File: config.mk
export PLATFORM = sky130hd
export DESIGN_NAME = btn_conditioner
export DESIGN_NICKNAME = d
export VERILOG_FILES = /design/src/rtl/btn_pkg.sv /design/src/rtl/btn_channel.sv /design/src/rtl/btn_conditioner.sv
export SDC_FILE = /design/constraint.sdc
export NUM_CORES = 1
export LEC_CHECK = 0
export CORE_UTILIZATION = 56
export DETAILED_ROUTE_END_ITERATION = 6
export GPL_TIMING_DRIVEN = 0
export PLACE_DENSITY = 0.85
export SLEW_MARGIN = 20
export SYNTH_ARGS = -nofsm -noshare
export SYNTH_HDL_FRONTEND = slang
export SYNTH_SLANG_ARGS = --single-unit
File: constraint.sdc
create_clock -name clk -period 2.1 [get_ports clk]
set_input_delay 0.42 -clock clk [delete_from_list [all_inputs] [get_ports clk]]
set_output_delay 0.42 -clock clk [all_outputs]
set_load 0.02 [all_outputs]
File: src/rtl/btn_pkg.sv
// btn_pkg: shared definitions for the set-button conditioner.
//   btn_state_t   per-channel FSM encoding (3 bits)
//   DEF_*         default timing constants in 32768 Hz clock cycles
package btn_pkg;

    typedef enum logic [2:0] {
        IDLE  = 3'd0,   // released, nothing pending
        DEB_P = 3'd1,   // press seen, waiting for it to stay stable
        HELD  = 3'd2,   // accepted press, waiting for first auto-repeat
        RPT   = 3'd3,   // auto-repeating
        DEB_R = 3'd4    // release seen, waiting for it to stay stable
    } btn_state_t;

    localparam int unsigned DEF_DEB_CYC     = 655;    // ~20 ms
    localparam int unsigned DEF_RPT_DELAY   = 32768;  // 1 s
    localparam int unsigned DEF_RPT_PERIOD  = 16384;  // 0.5 s
    localparam int unsigned DEF_STRETCH_CYC = 16384;  // one core tick
    localparam int unsigned DEF_CNT_W       = 16;

endpackage

File: src/rtl/btn_channel.sv
// btn_channel: one button channel -- synchroniser, debounce/auto-repeat FSM,
// step pulse stretcher.
//   clk, rst_n   system clock, async active-low reset
//   btn_raw_n    raw active-low button, asynchronous to clk
//   rpt_en       auto-repeat enable for this channel
//   btn_level    debounced level, 1 = pressed
//   btn_press    one-clk pulse on accepted press
//   btn_step     stretched pulse, STRETCH_CYC clks per press/repeat
module btn_channel
    import btn_pkg::*;
#(
    parameter int unsigned DEB_CYC     = DEF_DEB_CYC,
    parameter int unsigned RPT_DELAY   = DEF_RPT_DELAY,
    parameter int unsigned RPT_PERIOD  = DEF_RPT_PERIOD,
    parameter int unsigned STRETCH_CYC = DEF_STRETCH_CYC,
    parameter int unsigned CNT_W       = DEF_CNT_W
) (
    input  logic clk,
    input  logic rst_n,
    input  logic btn_raw_n,
    input  logic rpt_en,
    output logic btn_level,
    output logic btn_press,
    output logic btn_step
);

    localparam logic [CNT_W-1:0] DEB_MAX = CNT_W'(DEB_CYC - 1);
    localparam logic [CNT_W-1:0] DLY_MAX = CNT_W'(RPT_DELAY - 1);
    localparam logic [CNT_W-1:0] PER_MAX = CNT_W'(RPT_PERIOD - 1);
    localparam logic [CNT_W-1:0] STR_MAX = CNT_W'(STRETCH_CYC - 1);

    logic [1:0]       sync;      // sync[1] is the metastability-safe copy
    logic             pressed;
    btn_state_t       state, state_nxt;
    logic [CNT_W-1:0] cnt, cnt_nxt;
    logic [CNT_W-1:0] scnt, scnt_nxt;
    logic             was_rpt, was_rpt_nxt;  // where DEB_R returns on a bounce
    logic             level_nxt, press_nxt, step_nxt;
    logic             fire;

    // Flops reset to 1 so a held button after reset still reads "released"
    // first and has to debounce from scratch.
    always_ff @(posedge clk or negedge rst_n) begin
        if (!rst_n) sync <= 2'b11;
        else        sync <= {sync[0], btn_raw_n};
    end

    assign pressed = ~sync[1];

    always_ff @(posedge clk or negedge rst_n) begin
        if (!rst_n) begin
            state     <= IDLE;
            cnt       <= '0;
            scnt      <= '0;
            was_rpt   <= 1'b0;
            btn_level <= 1'b0;
            btn_press <= 1'b0;
            btn_step  <= 1'b0;
        end else begin
            state     <= state_nxt;
            cnt       <= cnt_nxt;
            scnt      <= scnt_nxt;
            was_rpt   <= was_rpt_nxt;
            btn_level <= level_nxt;
            btn_press <= press_nxt;
            btn_step  <= step_nxt;
        end
    end

    always_comb begin
        state_nxt   = state;
        cnt_nxt     = cnt;
        was_rpt_nxt = was_rpt;
        level_nxt   = btn_level;
        press_nxt   = 1'b0;
        fire        = 1'b0;

        unique case (state)
            IDLE: begin
                cnt_nxt = '0;
                if (pressed) state_nxt = DEB_P;
            end
            DEB_P: begin
                if (!pressed) begin
                    state_nxt = IDLE;
                    cnt_nxt   = '0;
                end else if (cnt == DEB_MAX) begin
                    state_nxt   = HELD;
                    level_nxt   = 1'b1;
                    press_nxt   = 1'b1;
                    fire        = 1'b1;
                    was_rpt_nxt = 1'b0;
                    cnt_nxt     = '0;
                end else begin
                    cnt_nxt = cnt + CNT_W'(1);
                end
            end
            HELD: begin
                if (!pressed) begin
                    state_nxt   = DEB_R;
                    was_rpt_nxt = 1'b0;
                    cnt_nxt     = '0;
                end else if (!rpt_en) begin
                    // Parked at 0 so the count never runs past its compare.
                    cnt_nxt = '0;
                end else if (cnt == DLY_MAX) begin
                    state_nxt = RPT;
                    fire      = 1'b1;
                    cnt_nxt   = '0;
                end else begin
                    cnt_nxt = cnt + CNT_W'(1);
                end
            end
            RPT: begin
                if (!pressed) begin
                    state_nxt   = DEB_R;
                    was_rpt_nxt = 1'b1;
                    cnt_nxt     = '0;
                end else if (!rpt_en) begin
                    // Repeat switched off mid-hold: stay here, emit nothing.
                    cnt_nxt = '0;
                end else if (cnt == PER_MAX) begin
                    fire    = 1'b1;
                    cnt_nxt = '0;
                end else begin
                    cnt_nxt = cnt + CNT_W'(1);
                end
            end
            DEB_R: begin
                if (pressed) begin
                    state_nxt = was_rpt ? RPT : HELD;
                    cnt_nxt   = '0;
                end else if (cnt == DEB_MAX) begin
                    state_nxt = IDLE;
                    level_nxt = 1'b0;
                    cnt_nxt   = '0;
                end else begin
                    cnt_nxt = cnt + CNT_W'(1);
                end
            end
            default: begin
                state_nxt = IDLE;
                cnt_nxt   = '0;
            end
        endcase
    end

    // Stretcher: a fire reloads even while high, merging into one long pulse.
    always_comb begin
        scnt_nxt = scnt;
        step_nxt = btn_step;
        if (fire) begin
            scnt_nxt = STR_MAX;
            step_nxt = 1'b1;
        end else if (scnt != '0) begin
            scnt_nxt = scnt - CNT_W'(1);
        end else begin
            step_nxt = 1'b0;
        end
    end

endmodule

File: src/rtl/btn_conditioner.sv
// btn_conditioner: front end for the clock's set buttons (HH, MM, SS, SAFE).
// One independent btn_channel per button, no cross-channel priority.
//   clk, rst_n   system clock (32768 Hz), async active-low reset
//   btn_raw_n    raw active-low buttons
//   rpt_en       per-channel auto-repeat enable
//   btn_level    debounced levels, 1 = pressed
//   btn_press    one-clk press pulses
//   btn_step     stretched steps for the core's tick sampler
module btn_conditioner
    import btn_pkg::*;
#(
    parameter int unsigned N_BTN       = 4,
    parameter int unsigned DEB_CYC     = DEF_DEB_CYC,
    parameter int unsigned RPT_DELAY   = DEF_RPT_DELAY,
    parameter int unsigned RPT_PERIOD  = DEF_RPT_PERIOD,
    parameter int unsigned STRETCH_CYC = DEF_STRETCH_CYC,
    parameter int unsigned CNT_W       = DEF_CNT_W
) (
    input  logic             clk,
    input  logic             rst_n,
    input  logic [N_BTN-1:0] btn_raw_n,
    input  logic [N_BTN-1:0] rpt_en,
    output logic [N_BTN-1:0] btn_level,
    output logic [N_BTN-1:0] btn_press,
    output logic [N_BTN-1:0] btn_step
);

    for (genvar i = 0; i < N_BTN; i++) begin : g_ch
        btn_channel #(
            .DEB_CYC    (DEB_CYC),
            .RPT_DELAY  (RPT_DELAY),
            .RPT_PERIOD (RPT_PERIOD),
            .STRETCH_CYC(STRETCH_CYC),
            .CNT_W      (CNT_W)
        ) u_ch (
            .clk      (clk),
            .rst_n    (rst_n),
            .btn_raw_n(btn_raw_n[i]),
            .rpt_en   (rpt_en[i]),
            .btn_level(btn_level[i]),
            .btn_press(btn_press[i]),
            .btn_step (btn_step[i])
        );
    end

endmodule

==> results of run 1 <==
stage by stage:
stage / instances / util / instance area, sq um / power [mW] / setup TNS (ns)
CTS: 1150 / 0.6731 / 9819 / 6.610 / -0.1025
global placement: 1102 / 0.6092 / 8887 / 3.569 / -979.42
global route: 1167 / 0.6940 / 10120 / 6.821 / -0.3752
detailed placement: 1103 / 0.6114 / 8920 / 3.587 / -31.38
finish: 1167 / 0.6940 / 10120 / 6.597 / -0.08767
floorplan: 897 / - / 8447 / 3.450 / -0.07383
worst max-delay path, delay by kind of cell, from the launching register on:
family	cells	cell delay [ns]
DFF	1	0.38
and+or+nand+nor	5	1.74
logic make-up (layout without fill, tap and decap cells):
kind of cell / after synthesis / after routing
buffers and inverters: 71 / 157
adders and majority gates: 16 / 16
AOI/OAI and AO/OA: 90 / 90
and+or+nand+nor: 464 / 464
muxes: 5 / 5
DFF: 164 / 164
xor gates and xnor gates: 87 / 87
layout by cell type (no fill, tap or decap), types with 20 or more instances in the layout:
cell / count
sky130_fd_sc_hd__dfrtp_1: 154
sky130_fd_sc_hd__nor2_1: 122
sky130_fd_sc_hd__nand2_1: 96
sky130_fd_sc_hd__buf_4: 49
sky130_fd_sc_hd__xor2_1: 44
sky130_fd_sc_hd__xnor2_1: 43
sky130_fd_sc_hd__nand3_1: 42
sky130_fd_sc_hd__nor3_1: 35
sky130_fd_sc_hd__inv_1: 32
sky130_fd_sc_hd__a21oi_1: 20
sky130_fd_sc_hd__clkdlybuf4s50_1: 20
routing by layer:
layer / wire [um] / up-vias / global-route usage / part of all wire
li1: - / 3259 / - / -
met1: 8044 / 3296 / 0.2972 / 0.46
met2: 8699 / 117 / 0.3607 / 0.50
met3: 603 / 19 / 0.06057 / 0.034
met4: 200 / 0 / 0.07442 / 0.011
met5: 0 / - / 0 / 0
registers in the layout, indices dropped and copies added, names as in the netlist:
signal               cells
g_ch.u_ch.btn_step       4
g_ch.u_ch.state         12
g_ch.u_ch.scnt          64
g_ch.u_ch.cnt           64
g_ch.u_ch.btn_level      4
g_ch.u_ch.sync           8
g_ch.u_ch.was_rpt        4
g_ch.u_ch.btn_press      4
power by group through the flow:
stage          clock network [mW]  logic [mW]  registers, mW
2_1_floorplan                   0       0.144           3.31
3_3_place_gp                    0       0.251           3.32
3_5_place_dp                    0       0.269           3.32
4_1_cts                      3.04       0.305           3.26
5_1_grt                      3.18       0.366           3.28
6_report                     3.00       0.323           3.27
timing repair:
action,CTS,global route
pin swaps,16,9
endpoints found under the setup margin,131,117
gates cloned,1,0
hold endpoints to repair,58,0
buffers inserted,18,19
gates resized for setup,47,38
hold buffers,1,0
final timing paths:
check	to	slack (ns)	cells past startpoint
hold reg to reg	g_ch[3].u_ch.sync[1]	0.36	0
hold / removal	g_ch[3].u_ch.sync[1]	0.36	0
max in group asynchronous	g_ch[3].u_ch.cnt[0]	0.76	3
setup reg to reg	g_ch[3].u_ch.scnt[9]	-0.09	5
min in group asynchronous	g_ch[3].u_ch.scnt[1]	0.49	2
setup / recovery	g_ch[3].u_ch.scnt[9]	-0.09	5
final cells by class:
class                           count  area [sq um]
Fill cell                        1057          4464
Multi-Input combinational cell    662          4335
Sequential cell                   164          4116
Timing Repair Buffer               61         545.5
Clock buffer                       23         447.9
Tap cell                          184         230.2
Buffer                             31         215.2
Inverter                           33         123.9
Clock inverter                      9         110.1
==> flow_summary.rst, run 1 <==
.. list-table::
   :header-rows: 1

   * - Metric
     - Value
   * - Combinational power share
     - 0.049
   * - Part of the total power dissipated in the clock network
     - 0.455
   * - Synth Area in Compound Gates
     - 0.07145
   * - Core Box Area
     - 0.01459 sq mm
   * - Hold Slack
     - 0.3559 ns
   * - Row count
     - 44
   * - Via count of the first global-routing pass
     - 6210
   * - Max Transition Viols Final
     - 0
   * - DRC violation total after the first TritonRoute iteration
     - 452
   * - Final setup violation count
     - 1
   * - Synth Area in Adders
     - 0.02377
   * - Average via count per standard cell
     - 5.734
   * - Synth warnings
     - 0
   * - Worst path cell trace
     - or4_4 -> or3_4 -> or4_4 -> or3_1 -> nand3_1
   * - Period Utilization, post-route
     - 1.042
   * - Routed length per placed instance
     - 15.04 um
   * - Hold Crit Class
     - reg2reg
   * - Most instantiated library cell after synthesis
     - sky130_fd_sc_hd__dfrtp_1
   * - Layout area overhead
     - 20.20%
   * - Launch instance of the worst register-to-register path
     - g_ch[3].u_ch.scnt[0]
   * - Sink Count
     - 164
   * - Leakage Power
     - 4.049 nW
   * - Clk Latency, worst-skew pair
     - 0.44 ns
   * - Synthesized instance count
     - 897
   * - Library cell occupying the most area in the post-synthesis netlist
     - sky130_fd_sc_hd__dfrtp_1
   * - HPWL reported at the end of detailed placement
     - 10.53 mm
   * - Violated checks
     - setup timing
   * - Global-route wire length before repair
     - 28.55 mm
   * - Remaining global-route overflow
     - 0
   * - Normalized max-slew margin
     - 0.4935
   * - Drt pass-1 iters
     - 5
   * - Starting density of the core
     - 0.5774
   * - Main flop type after synthesis
     - sky130_fd_sc_hd__dfrtp_1
   * - Commonest cells post-synth
     - sky130_fd_sc_hd__dfrtp_1, sky130_fd_sc_hd__nor2_1, sky130_fd_sc_hd__nand2_1, sky130_fd_sc_hd__xor2_1
   * - TritonCTS clock tree
     - done
   * - Antenna violation net count after detailed routing
     - 0
   * - Largest family of logic cells by synthesized area
     - simple AND/OR/NAND/NOR gates
   * - Async set or reset register ratio after synthesis
     - 1.000
   * - Worst VDD drop
     - 0.6432 mV
   * - Most common cell on crit path
     - sky130_fd_sc_hd__or4_4
   * - CP required
     - 2.47 ns
   * - Final weighted congestion of routability-driven global placement
     - 0.8376
   * - Max Clock Freq
     - 457.1 MHz
   * - Transition time at the pin with the least slew margin
     - 0.7528 ns
   * - Share of total power in sequential cells
     - 0.496
   * - NetSw
     - 1.514 mW
   * - Share of cell area taken by muxes after synthesis
     - 0.005942
   * - Vias after detailed routing
     - 6691
   * - Final Hold Fails
     - 0
   * - Average cell area after synthesis
     - 9.390 sq um
   * - CP peak stage delay
     - 0.54 ns
   * - Skew final
     - 0.009284 ns
   * - Final antenna diode count
     - 0
   * - Initial antenna violation count
     - 0
   * - Net Count, Synth
     - 923
   * - Beginning of the worst hold path
     - g_ch[3].u_ch.sync[0]
   * - Post-synthesis sequential area ratio
     - 0.4884
   * - WP data arrival
     - 2.56 ns
   * - Final WL
     - 17.55 mm
   * - Top area cells in the synthesized netlist
     - sky130_fd_sc_hd__dfrtp_1, sky130_fd_sc_hd__nor2_1, sky130_fd_sc_hd__xor2_1, sky130_fd_sc_hd__xnor2_1, sky130_fd_sc_hd__nand2_1
   * - CP max FO
     - 3
   * - Drt drc
     - 0
   * - Count of buffers from port buffering
     - 21
   * - Startpoint of the worst setup timing path
     - g_ch[3].u_ch.scnt[0]
   * - Count of flip-flops with a built-in enable after synthesis
     - 0
   * - Clock root buffer
     - sky130_fd_sc_hd__clkbuf_16
   * - Number of distinct library cell variants in the gate-level netlist after synthesis
     - 61
   * - P per Cell Area
     - 651.6 mW/mm^2
   * - Max capacitance violation total
     - 0
   * - Critical Setup Path Class
     - reg2reg
   * - XOR/XNOR Fraction of Synth Area
     - 0.09046
   * - Die outline area
     - 0.01554 sq mm
   * - Unrepaired setup endpoints after global routing
     - true
   * - Setup crit start kind
     - register
   * - NumNets Final
     - 996
   * - Internal power
     - 5.083 mW
   * - Fraction of the mapped netlist area in simple logic gates
     - 0.2822
   * - Post-synth top area share
     - 0.4635
   * - Maximum number of pins on one net before global-route repair
     - 103
   * - Synthesized cell area
     - 0.008423 sq mm
   * - Top-level port count
     - 22
   * - Die Y-Extent
     - 124.6 um
   * - Register clock-pin slew on the reported worst setup and hold paths
     - 0.06 ns
   * - Total track usage
     - 0.2254
   * - Max H-tree Level
     - 4
   * - Cell at the slowest stage of the critical path
     - sky130_fd_sc_hd__or4_4
   * - FF+latch count, synth
     - 164
   * - Die boundary width
     - 124.6 um
   * - Number of CTS-inserted buffers
     - 17
   * - Fraction of final layout cells sized beyond drive strength 1
     - 0.1587
   * - CTS max path bufs
     - 2
   * - Post-placement setup slack
     - -0.4550 ns
   * - Switching share of power
     - 0.2295
   * - Crit path time final
     - 2.188 ns
   * - Worst Slack Setup Final
     - -0.08767 ns
   * - Critical Path End Type
     - register
   * - Outcome
     - finished, violations left
No activity file was read; power rests on OpenSTA's default activity.
==> inputs of run 2 (changes only) <==
Settings changed: SKIP_CTS_REPAIR_TIMING set to 1.
==> flow_summary.rst, run 2 (synthesis results as in run 1) <==
.. list-table::
   :header-rows: 1

   * - Metric
     - Value
   * - Die Y-Extent
     - 124.6 um (unchanged)
   * - CP required
     - 2.48 ns (about the same)
   * - Top-level port count
     - 22 (unchanged)
   * - Final Hold Fails
     - 0 (unchanged)
   * - Starting density of the core
     - 0.5774 (unchanged)
   * - Fin util
     - 0.6924 (-0.001630)
   * - Antenna violation net count after detailed routing
     - 0 (unchanged)
   * - Cell at the slowest stage of the critical path
     - sky130_fd_sc_hd__or4_4
   * - WP data arrival
     - 2.60 ns (+0.04 ns)
   * - Logic depth of the worst register-to-register path
     - 5 (unchanged)
   * - Drt pass-1 iters
     - 5 (unchanged)
   * - Remaining global-route overflow
     - 0 (unchanged)
   * - Period Utilization, post-route
     - 1.060 (+0.01846)
   * - Via count of the first global-routing pass
     - 6087 (-2.0%)
   * - Setup crit start kind
     - register
   * - TritonCTS clock tree
     - done
   * - NumNets Final
     - 993 (-0.30%)
   * - Area occupied by multi-input gates
     - 0.004335 sq mm (unchanged)
   * - Row count
     - 44 (unchanged)
   * - Unrepaired setup endpoints after global routing
     - true
   * - Initial antenna violation count
     - 0 (unchanged)
   * - Critical Setup Path Class
     - reg2reg
   * - DRC violation total after the first TritonRoute iteration
     - 523 (+16%)
   * - Outcome
     - finished, violations left
   * - Core Box Area
     - 0.01459 sq mm (unchanged)
   * - Top Registers
     - g_ch.u_ch.cnt: 64 flops, g_ch.u_ch.scnt: 64 flops, g_ch.u_ch.state: 12 flops
   * - Area occupied by registers
     - 0.004118 sq mm (about the same)
   * - Metal3 WL
     - 715 um (+19%)
   * - Number of CTS-inserted buffers
     - 17 (unchanged)
   * - Worst Slack Setup Final
     - -0.1264 ns (-0.03877 ns)
   * - Skew final
     - 0.007531 ns (-0.001753 ns)
   * - Max Clock Freq
     - 449.1 MHz (-1.7%)
   * - Vias after detailed routing
     - 6779 (+1.3%)
   * - Commonest cells after routing, fill and taps aside
     - sky130_fd_sc_hd__dfrtp_1, sky130_fd_sc_hd__nor2_1, sky130_fd_sc_hd__nand2_1, sky130_fd_sc_hd__xor2_1
   * - Hold Slack
     - 0.3572 ns (+0.001356 ns)
   * - Routed met1 length
     - 8.032 mm (-0.15%)
   * - Hold Crit Class
     - reg2reg
   * - Die outline area
     - 0.01554 sq mm (unchanged)
   * - Global-route wire length before repair
     - 27.50 mm (-3.7%)
   * - Register clock-pin slew on the reported worst setup and hold paths
     - 0.06 ns (about the same)
   * - Fraction of final layout cells sized beyond drive strength 1
     - 0.1592 (+0.0004858)
   * - Worst hold path stage count
     - 0 (unchanged)
   * - Total track usage
     - 0.2161 (-0.009253)
   * - Layout area overhead
     - 19.92%
   * - Switching share of power
     - 0.2299 (+0.0004653)
   * - CTS max path bufs
     - 2 (unchanged)
   * - Maximum number of pins on one net before global-route repair
     - 103 (unchanged)
   * - Count of buffers from port buffering
     - 21 (unchanged)
   * - Average via count per standard cell
     - 5.824 (+1.6%)
   * - CP peak stage delay
     - 0.53 ns (about the same)
   * - Post-placement setup slack
     - -0.4550 ns (unchanged)
   * - Met2 Routed Length
     - 8.871 mm (+2.0%)
   * - CP max FO
     - 5 (+2)
   * - Part of the total power dissipated in the clock network
     - 0.453 (-0.002)
   * - Worst path cell trace
     - or4_4 -> or3_4 -> or4_4 -> or3_1 -> nand3_1
   * - Most common cell after layout, fill and taps aside
     - sky130_fd_sc_hd__dfrtp_1
   * - HPWL reported at the end of detailed placement
     - 10.53 mm (unchanged)
   * - Worst VDD drop
     - 0.6532 mV (+1.6%)
   * - Critical Path End Type
     - register
   * - Normalized max-slew margin
     - 0.4991 (+0.005575)
   * - Most common cell on crit path
     - sky130_fd_sc_hd__or4_4
   * - Crit path time final
     - 2.226 ns (+0.03877 ns)
   * - NetSw
     - 1.521 mW (+0.47%)
   * - Clk Latency, worst-skew pair
     - 0.44 ns (about the same)
   * - Final setup violation count
     - 12 (+11)
   * - Die boundary width
     - 124.6 um (unchanged)
   * - Max capacitance violation total
     - 0 (unchanged)
   * - Clock root buffer
     - sky130_fd_sc_hd__clkbuf_16
   * - Internal power
     - 5.094 mW (+0.21%)
   * - P per Cell Area
     - 654.9 mW/mm^2 (+0.51%)
   * - Total negative slack for setup checks
     - -0.6182 ns (-0.5306 ns)
   * - Final weighted congestion of routability-driven global placement
     - 0.8376 (unchanged)
   * - Fillers
     - 1054 (-0.28%)
   * - Violated checks
     - setup timing
   * - Final antenna diode count
     - 0 (unchanged)
   * - Leakage Power
     - 4.039 nW (-0.24%)
   * - Transition time at the pin with the least slew margin
     - 0.7445 ns (-0.008287 ns)
   * - Top routing layer used
     - met4
   * - Routed length per placed instance
     - 15.34 um (+2.0%)
   * - Combinational power share
     - 0.051 (+0.002)
   * - Share of total power in sequential cells
     - 0.495 (about the same)
   * - Drt drc
     - 0 (unchanged)
   * - Max Transition Viols Final
     - 0 (unchanged)
   * - Sink Count
     - 164 (unchanged)
   * - Max H-tree Level
     - 4 (unchanged)
   * - Final WL
     - 17.86 mm (+1.8%)
==> run 2: cell types whose count changed in the layout (fill, tap and decap cells not counted), moves of 2 or more <==
cell / before / now
sky130_fd_sc_hd__and2_4: 0 / 2
sky130_fd_sc_hd__buf_4: 49 / 41
sky130_fd_sc_hd__buf_6: 6 / 10
sky130_fd_sc_hd__ha_4: 0 / 2
sky130_fd_sc_hd__inv_1: 32 / 29
sky130_fd_sc_hd__inv_2: 1 / 4
sky130_fd_sc_hd__nor4b_4: 5 / 3
==> run 2: per-stage QoR <==
step	std cells	power, mW	instance area, sq um
after floorplan	897	3.450	8447
after global placement	1102	3.569	8887
after detailed placement	1103	3.587	8920
after CTS	1135	6.572	9478
after global routing	1164	6.838	10100
final	1164	6.615	10100
==> run 2: final timing paths <==
path                                 startpoint              endpoint  slack (ns)
setup / recovery           g_ch[3].u_ch.scnt[1]  g_ch[3].u_ch.scnt[9]       -0.13
hold / removal             g_ch[2].u_ch.sync[0]  g_ch[2].u_ch.sync[1]        0.36
setup reg to reg           g_ch[3].u_ch.scnt[1]  g_ch[3].u_ch.scnt[9]       -0.13
hold reg to reg            g_ch[2].u_ch.sync[0]  g_ch[2].u_ch.sync[1]        0.36
max in group asynchronous                 rst_n   g_ch[3].u_ch.cnt[0]        0.75
min in group asynchronous                 rst_n  g_ch[3].u_ch.scnt[1]        0.48
==> run 2: layout make-up <==
class,instances,area share
multi-input cells,663,0.4292
well taps,184,0.02279
flip-flops and latches,164,0.4077
clock inverters,9,0.01090
clock buffers,23,0.04435
repair buffers,57,0.05190
plain buffers,31,0.02093
inverters,33,0.01226
==> run 2: per-layer routing <==
layer / vias up / GRT usage
li1: 3256 / -
met1: 3341 / 0.2874
met2: 157 / 0.3409
met3: 25 / 0.06014
met4: 0 / 0.07300
met5: - / 0
==> run 2: worst max-delay path: cells and delay by family, from the launching register on <==
family           cells  cell delay, ns
AND/OR/NAND/NOR      5            1.75
flip-flops           1            0.41
==> run 2: power by group through the flow <==
| stage | clock (mW) | sequential (mW) | combinational [mW] |
|---|---|---|---|
| floorplan | 0 | 3.31 | 0.144 |
| global placement | 0 | 3.32 | 0.251 |
| detailed placement | 0 | 3.32 | 0.269 |
| CTS | 3.04 | 3.26 | 0.269 |
| global route | 3.18 | 3.28 | 0.380 |
| finish | 3.00 | 3.28 | 0.341 |
